$ cat src/rtl/ghash_pkg.sv
// Shared GHASH definitions: field width, reduction constant, FSM state
// encodings and the single-bit GF(2^128) multiply step.
package ghash_pkg;

  localparam int GF_W = 128;

  // Reduction constant: x^128 = 1 + x + x^2 + x^7, in GCM bit order (bit127 = x^0).
  localparam logic [127:0] GF_R = {8'hE1, 120'h0};

  localparam logic [1:0] ST_IDLE = 2'd0;  // no key loaded
  localparam logic [1:0] ST_WAIT = 2'd1;  // key held, waiting for a block
  localparam logic [1:0] ST_MUL  = 2'd2;  // multiplier iterating
  localparam logic [1:0] ST_DONE = 2'd3;  // tag presented

  typedef struct packed {
    logic [127:0] z;
    logic [127:0] v;
  } gf_pair_t;

  // One shift-and-add step: conditionally fold V into Z, then multiply V by x.
  function automatic gf_pair_t gf_step(input logic [127:0] z,
                                       input logic [127:0] v,
                                       input logic         b);
    gf_pair_t r;
    if (b) begin
      r.z = z ^ v;
    end else begin
      r.z = z;
    end
    if (v[0]) begin
      r.v = (v >> 1) ^ GF_R;
    end else begin
      r.v = v >> 1;
    end
    return r;
  endfunction

endpackage

$ cat src/rtl/ghash_ctrl_mul.sv
// Combinational slice of the iterative GF(2^128) multiplier: applies
// MUL_BITS consecutive shift-and-add steps, most significant A bit first.
module gf128_mul_iter
  import ghash_pkg::*;
#(
  parameter int MUL_BITS = 1
) (
  input  logic [127:0]         z,
  input  logic [127:0]         v,
  input  logic [MUL_BITS-1:0]  a_bits,
  output logic [127:0]         z_next,
  output logic [127:0]         v_next
);

  // Chain MUL_BITS steps; a_bits[MUL_BITS-1] is the lowest-degree coefficient of this slice.
  always_comb begin
    gf_pair_t acc;
    acc.z = z;
    acc.v = v;
    for (int j = 0; j < MUL_BITS; j++) begin
      acc = gf_step(acc.z, acc.v, a_bits[MUL_BITS-1-j]);
    end
    z_next = acc.z;
    v_next = acc.v;
  end

endmodule

$ cat src/rtl/ghash_ctrl.sv
// GHASH sequencer: holds H, accumulates Y_i = (Y_{i-1} ^ X_i) * H with an
// iterative multiplier, and presents the final Y as the tag on a
// valid/ready port.
module ghash_ctrl
  import ghash_pkg::*;
#(
  parameter int MUL_BITS = 1
) (
  input  logic         clk,
  input  logic         rst_n,
  input  logic         clear,
  input  logic         h_valid,
  input  logic [127:0] h_key,
  output logic         h_ready,
  input  logic         in_valid,
  input  logic [127:0] in_data,
  input  logic         in_last,
  output logic         in_ready,
  output logic         out_valid,
  output logic [127:0] out_tag,
  input  logic         out_ready,
  output logic         busy
);

  localparam int         STEPS    = GF_W / MUL_BITS;
  localparam logic [7:0] LAST_CNT = 8'(STEPS - 1);

  if ((MUL_BITS < 1) || (MUL_BITS > GF_W) || ((GF_W % MUL_BITS) != 0)) begin : g_bad_mul_bits
    $error("ghash_ctrl: MUL_BITS must divide 128 (1,2,4,...,128)");
  end

  logic [1:0]   state;
  logic         key_ok;
  logic         msg_open;
  logic         last_q;
  logic [7:0]   cnt;
  logic [127:0] h;
  logic [127:0] y;
  logic [127:0] a;
  logic [127:0] z;
  logic [127:0] v;
  logic [127:0] z_next;
  logic [127:0] v_next;

  gf128_mul_iter #(.MUL_BITS(MUL_BITS)) u_mul (
    .z      (z),
    .v      (v),
    .a_bits (a[GF_W-1 -: MUL_BITS]),
    .z_next (z_next),
    .v_next (v_next)
  );

  // Handshake readies are a state decode, forced low while clear is asserted
  // so an abort never coincides with an accepted transfer.
  assign h_ready  = !clear && ((state == ST_IDLE) || ((state == ST_WAIT) && !msg_open));
  assign in_ready = !clear && (state == ST_WAIT);
  assign busy     = (state == ST_MUL) || (state == ST_DONE);

  // Main sequencer: key load, block intake, multiply iterations, tag hand-off and abort.
  always_ff @(posedge clk or negedge rst_n) begin
    if (!rst_n) begin
      state     <= ST_IDLE;
      key_ok    <= 1'b0;
      msg_open  <= 1'b0;
      last_q    <= 1'b0;
      cnt       <= 8'd0;
      h         <= 128'h0;
      y         <= 128'h0;
      a         <= 128'h0;
      z         <= 128'h0;
      v         <= 128'h0;
      out_valid <= 1'b0;
      out_tag   <= 128'h0;
    end else if (clear) begin
      // Abort the message but keep the key; without a key there is nowhere to go but IDLE.
      if (key_ok) begin
        state <= ST_WAIT;
      end else begin
        state <= ST_IDLE;
      end
      y         <= 128'h0;
      msg_open  <= 1'b0;
      last_q    <= 1'b0;
      cnt       <= 8'd0;
      out_valid <= 1'b0;
    end else begin
      case (state)
        ST_IDLE: begin
          if (h_valid) begin
            h      <= h_key;
            key_ok <= 1'b1;
            state  <= ST_WAIT;
          end
        end
        ST_WAIT: begin
          if (h_valid && !msg_open) begin
            h <= h_key;
          end
          if (in_valid) begin
            z        <= 128'h0;
            v        <= h;
            a        <= y ^ in_data;
            last_q   <= in_last;
            msg_open <= 1'b1;
            cnt      <= 8'd0;
            state    <= ST_MUL;
          end
        end
        ST_MUL: begin
          z   <= z_next;
          v   <= v_next;
          a   <= a << MUL_BITS;
          cnt <= cnt + 8'd1;
          if (cnt == LAST_CNT) begin
            y <= z_next;
            if (last_q) begin
              out_tag   <= z_next;
              out_valid <= 1'b1;
              state     <= ST_DONE;
            end else begin
              state <= ST_WAIT;
            end
          end
        end
        ST_DONE: begin
          if (out_ready) begin
            out_valid <= 1'b0;
            y         <= 128'h0;
            msg_open  <= 1'b0;
            last_q    <= 1'b0;
            state     <= ST_WAIT;
          end
        end
        default: begin
          state     <= ST_IDLE;
          key_ok    <= 1'b0;
          msg_open  <= 1'b0;
          out_valid <= 1'b0;
        end
      endcase
    end
  end

endmodule
$ cat config.mk
export PLATFORM = sky130hd
export DESIGN_NAME = ghash_ctrl
export DESIGN_NICKNAME = d
export VERILOG_FILES = /design/src/rtl/ghash_pkg.sv /design/src/rtl/ghash_ctrl_mul.sv /design/src/rtl/ghash_ctrl.sv
export SDC_FILE = /design/constraint.sdc
export NUM_CORES = 2
export LEC_CHECK = 0
export ABC_AREA = 0
export CORE_ASPECT_RATIO = 1.2
export CORE_MARGIN = 2
export CORE_UTILIZATION = 55
export DETAILED_ROUTE_END_ITERATION = 7
export GPL_ROUTABILITY_DRIVEN = 0
export PLACE_DENSITY = 0.75
export SLEW_MARGIN = 15
export SYNTH_ARGS = -nofsm -noshare
export SYNTH_HDL_FRONTEND = slang
export SYNTH_SLANG_ARGS = --single-unit
$ cat constraint.sdc
create_clock -name clk -period 5.8 [get_ports clk]
set_clock_uncertainty 0.2 [all_clocks]
set_input_delay 1.74 -clock clk [delete_from_list [all_inputs] [get_ports clk]]
set_output_delay 1.74 -clock clk [all_outputs]
set_load 0.02 [all_outputs]
======== After elaboration in Yosys (flattened, before gate mapping) ========
Cells that the tools add are included.
operators by class
  bitwise gates (word level) .............. 4
  reduce and logical (&&, ||, !) cells .... 23
  $add $sub $neg .......................... 1
  muxes and demuxes ....................... 37
  eq/ne operators ......................... 12
operator list
  kind                                                              number
  128-bit 2-to-1 mux                                                10
  128-bit case mux with 2 select lines                              5
  128-bit XOR                                                       2
  8-bit 2-to-1 mux                                                  2
  8-bit case mux with 2 select lines                                1
  4-bit AND reduction                                               4
  2-bit 2-to-1 mux                                                  6
  3-bit != test (second input constant)                             4
  3-bit AND reduction                                               4
  1-bit 2-to-1 mux                                                  9
  3-bit nonzero test                                                3
  8-bit by 1-bit adder with 8-bit output (second input constant)    1
  8-bit by 7-bit == test with 1-bit output (second input constant)  1
  2-bit case mux with 4 select lines                                1
  1-bit case mux with 2 select lines                                3
  2-bit == test (second input constant)                             2
  1-bit logical AND                                                 4
  2-bit != test (second input constant)                             2
  3-bit NOT with 4-bit output                                       1
  2-bit nonzero test                                                2
  3-bit by 2-bit != test with 1-bit output (second input constant)  1
  2-bit by 1-bit == test with 1-bit output (second input constant)  1
  1-bit logical NOT                                                 2
  2-bit logical NOT                                                 1
  4 further kinds                                                   5
word-level totals
  output and inout port bits .............. 132
  register bits after elaboration ......... 782

======== Logic depth before layout (Yosys ltp) ========
  word-level depth ........................ 5
  gate-level depth with buffers ........... 10
  gate-level depth less buffers ........... 6

======== Modules after synthesis ========
From an unflattened synthesis, not the netlist that was laid out.
unflattened totals
  cells, all modules ...................... 3568
  area total of the unflattened synthesis .. 36351.1 um^2
modules (own cells, without submodules)
  module          instances  area an instance (um^2)  cells each
  ghash_ctrl      1          33631.0                  3170
  gf128_mul_iter  1          2720.1                   398

======== Least setup slack after synthesis ========
OpenSTA, ideal clock, no wires.
  path type ............................... input-to-output
  from .................................... input clear
  to ...................................... output h_ready
  data required time ...................... 3.860 ns
  setup slack ............................. 1.029 ns
  buffers on the path ..................... 3
  stages on the path ...................... 4
  arrival ................................. 2.831 ns
  path through ............................ buf_2 > buf_1 > clkbuf_1 > nor2_1
between the ends
  word-level cells in the longest chain between the ends .. 2
ends and longest elaborated chain
  what               line              source
  start, declared    ghash_ctrl.sv:11  input logic clear,
  1-bit logical NOT  ghash_ctrl.sv:55  assign h_ready = !clear && ((state == ST_IDLE) || ((state == ST_WAIT) && !msg_open));
  1-bit logical AND  ghash_ctrl.sv:55
  end, declared      ghash_ctrl.sv:14  output logic h_ready,
Every way passes these cells.

======== Worst setup path after layout ========
  from .................................... register state[1]
  to ...................................... output h_ready
between the ends
  word-level cells in the longest chain between the ends .. 4
  elaborated cells between the ends (all ways) .. 5
ends and longest elaborated chain
  what                                      line              source
  start, declared                           ghash_ctrl.sv:32  logic [1:0] state;
  start signal, assigned                    ghash_ctrl.sv:62  state <= ST_IDLE;
  start signal, assigned                    ghash_ctrl.sv:77  state <= ST_WAIT;
  start signal, assigned                    ghash_ctrl.sv:79  state <= ST_IDLE;
  2-bit by 1-bit == test with 1-bit output  ghash_ctrl.sv:55
  1-bit logical AND                         ghash_ctrl.sv:55
  1-bit logical OR *                        ghash_ctrl.sv:55
  1-bit logical AND *                       ghash_ctrl.sv:55
Mark *: on every way between the ends. The rest lies on a longest branch, timed or not.

==> reports/metrics.cfg <==
[outcome]
status = complete, no violations

[floorplanning]
die_area_mm2 = 0.0692
core-area_mm2 = 0.0668
fp.dieH_um = 288
initial_core_util_pct = 55.3
ios = 395
rows = 104
die_w_um = 240

[logic_synthesis]
syn_nets = 3863
postSynthAreaPerCell_um2 = 10.3
synthesis.area_mm2 = 0.0369
yosys_register_bits = 782
seq_area_frac_synth_pct = 53.0
yosysWarnings = 0
postSynthCellCount = 3593
synth_cell_type_count = 44

[critical_path]
startpoint_type = flop
crit_fanout = 11
timing.rr.start = state[0]
critPathArrivalTime_ns = 2.70
critPathLaunch = state[1]
crit_type = reg -> out
end_kind = primary output
cp.required_ns = 3.86

[timing]
setup_tns_ns = 0
setup_viol = 0
tightest_slew_ns = 1.19
slew_viol_final = 0
layout_min_cycle_time_ns = 4.64
rsz0062_at_grt = false
fin_ws_ns = 1.16
slew_headroom_pct = 20.7
finalHoldViolCount = 0
post-route-period-util_pct = 80.1
max_freq_ghz = 0.215

[pwr]
power.density_mw_per_mm2 = 404
ir_worst_vdd_uv = 333
power_w = 0.0179
p_leak_nw = 18.6

[route]
first_pass_iters = 5
drt_wl_total_um = 91600
vias_per_cell = 5.68
detail-route-antenna-nets = 0
drt-initial-drc-count = 1937
vias = 27264
wl_per_cell_um = 19.1
drc = 0

[layout]
drive_above_1_share_pct = 11.4
post-route-util_pct = 66.2
area_growth_pct = 19.7
fin_nets = 4095

[clocking]
cts_setup_buffers = 0
h-tree-depth = 3
clkSinkCount = 782
path_clk_slew_ns = 0.06
cts_root_buffer = clkbuf_16
cts_hold_buf = 0
insertion_delay_ns = 0.63
cts_buffers = 80
clk_path_buf_depth = 3
cts_resized = 0
cts_tree = yes

[global_route]
gr-total-overflow = 0
grt_pass1_wl_um = 146000
grt_pass1_vias = 26710
grt_max_degree = 212
antenna_found_initial = 18
track_usage_pct = 26.6

[min_path]
hold_path_class = reg -> reg
worstHoldStart = key_ok

[run]
drv_cap = 0

[placement]
portBuffers = 394
dp_slack_ns = 1.31
dp_hpwl_um = 58100

where the power goes:
part	switching, W	internal, W	total [W]	leakage (nW)
registers	0.00101	0.00684	0.00785	10.2
clock network	0.00222	0.00310	0.00531	1.32
logic	0.00278	0.00191	0.00469	7.14
total	0.00600	0.0118	0.0179	18.6
final timing paths:
path | to | slack [ns] | cells after the start
setup / recovery | h_ready | 1.16 | 5
hold reg to reg | key_ok | 0.27 | 1
setup reg to reg | out_tag[123] | 1.87 | 9
min in group asynchronous | v[24] | 0.97 | 1
max in group asynchronous | v[94] | 3.26 | 2
hold / removal | key_ok | 0.27 | 1
synth_stat cells:
cell | count | area share, %
or2_2 | 4 | 0.068
nand4_2 | 1 | 0.034
a22o_1 | 2 | 0.047
nand2b_1 | 5 | 0.085
and2_1 | 4 | 0.068
nor2b_1 | 1 | 0.017
o211ai_1 | 52 | 1.1
nand2_1 | 645 | 6.6
o21ai_1 | 1 | 0.014
buf_2 | 81 | 1.1
ha_1 | 7 | 0.24
a21o_1 | 1 | 0.020
a32o_1 | 125 | 3.4
o2111ai_1 | 3 | 0.071
mux2_2 | 201 | 6.1
xnor2_1 | 208 | 4.9
a21oi_1 | 261 | 3.5
and3b_1 | 1 | 0.024
nand3_1 | 2 | 0.027
nand3b_1 | 1 | 0.020
xor2_1 | 54 | 1.3
a2111oi_0 | 1 | 0.024
or2_1 | 1 | 0.017
a41oi_1 | 1 | 0.024
o2111a_1 | 1 | 0.031
clkbuf_1 | 195 | 2.0
o41ai_1 | 2 | 0.047
nand4b_1 | 77 | 1.8
or3_1 | 2 | 0.034
dfrtp_1 | 782 | 53
buf_6 | 7 | 0.21
o31ai_1 | 3 | 0.061
inv_1 | 5 | 0.051
nor2_1 | 312 | 3.2
a31oi_1 | 1 | 0.017
o21ai_0 | 344 | 4.7
o41ai_2 | 50 | 2.2
mux2i_1 | 129 | 3.5
o21a_1 | 1 | 0.020
buf_1 | 10 | 0.10
nor4_4 | 1 | 0.058
and3_1 | 2 | 0.034
mux2_1 | 5 | 0.15
a31o_2 | 1 | 0.024
layout by cell type, fill, tap and decap left out, types with 3 or more instances in the layout:
cell type        count
nand2_1            645
o21ai_0            344
nor2_1             312
or2_2                4
mux2i_1            128
and2_1               4
o211ai_1            52
mux2_2             201
o31ai_1              3
clkdlybuf4s50_1    392
nand4b_1            77
clkbuf_16           83
mux2_1               5
clkinv_2            11
a32o_1             125
o41ai_2             50
ha_4                 3
diode_2             12
buf_4               31
bufinv_16            6
buf_12              18
ha_1                 4
nand2b_1             5
a21oi_1            260
xor2_1              54
clkbuf_1            21
xnor2_1            208
clkinvlp_4           3
clkbuf_8            14
o2111ai_1            3
inv_1                4
dfrtp_1            781
metal layers:
metal	GRT usage [%]	routed length (um)
met2	43.3	44300
met3	4.44	5090
met5	0	88
met1	35.8	39400
met4	10.0	2640
cell type report:
| class | count | area, um^2 |
|---|---|---|
| Antenna cell | 12 | 30.0 |
| Clock buffer | 118 | 2350 |
| Clock inverter | 27 | 357 |
| Fill cell | 5218 | 22600 |
| Inverter | 5 | 18.8 |
| Multi-Input combinational cell | 2513 | 16200 |
| Sequential cell | 782 | 19600 |
| Tap cell | 901 | 1130 |
| Timing Repair Buffer | 443 | 4540 |
cell families after synthesis:
group | count (synthesis) | share of synthesized area [%]
AO/OA/AOI/OAI | 850 | 15.3
XOR/XNOR | 262 | 6.22
adder cells (fa/ha/maj) | 7 | 0.237
buffers and inverters | 298 | 3.45
flip-flops | 782 | 53.0
multiplexers | 335 | 9.78
AND/OR/NAND/NOR | 1059 | 12.0
sequential cells by signal, indices dropped and copies added, names as in the netlist:
name / flops
out_tag: 128
y: 128
v: 128
state: 2
h: 128
msg_open: 1
cnt: 8
z: 128
a: 128
last_q: 1
key_ok: 1
out_valid: 1
metrics by stage:
step | std cells | hold WS (ns) | cell area (um^2)
3_5_place_dp | 4644 | 0.253 | 41400
2_1_floorplan | 3593 | 0.236 | 36900
6_report | 4801 | 0.266 | 44200
4_1_cts | 4789 | 0.267 | 44100
3_3_place_gp | 4644 | 0.254 | 41400
5_1_grt | 4799 | 0.289 | 44200
critical path, cell delays in order (launching register included):
cell and delay [ns]:
dfrtp_1 0.47, inv_1 0.16, ha_1 0.49, a21oi_1 0.22, nor2_1 0.13, clkdlybuf4s50_1 0.61
(Power assumes the default switching activity.)
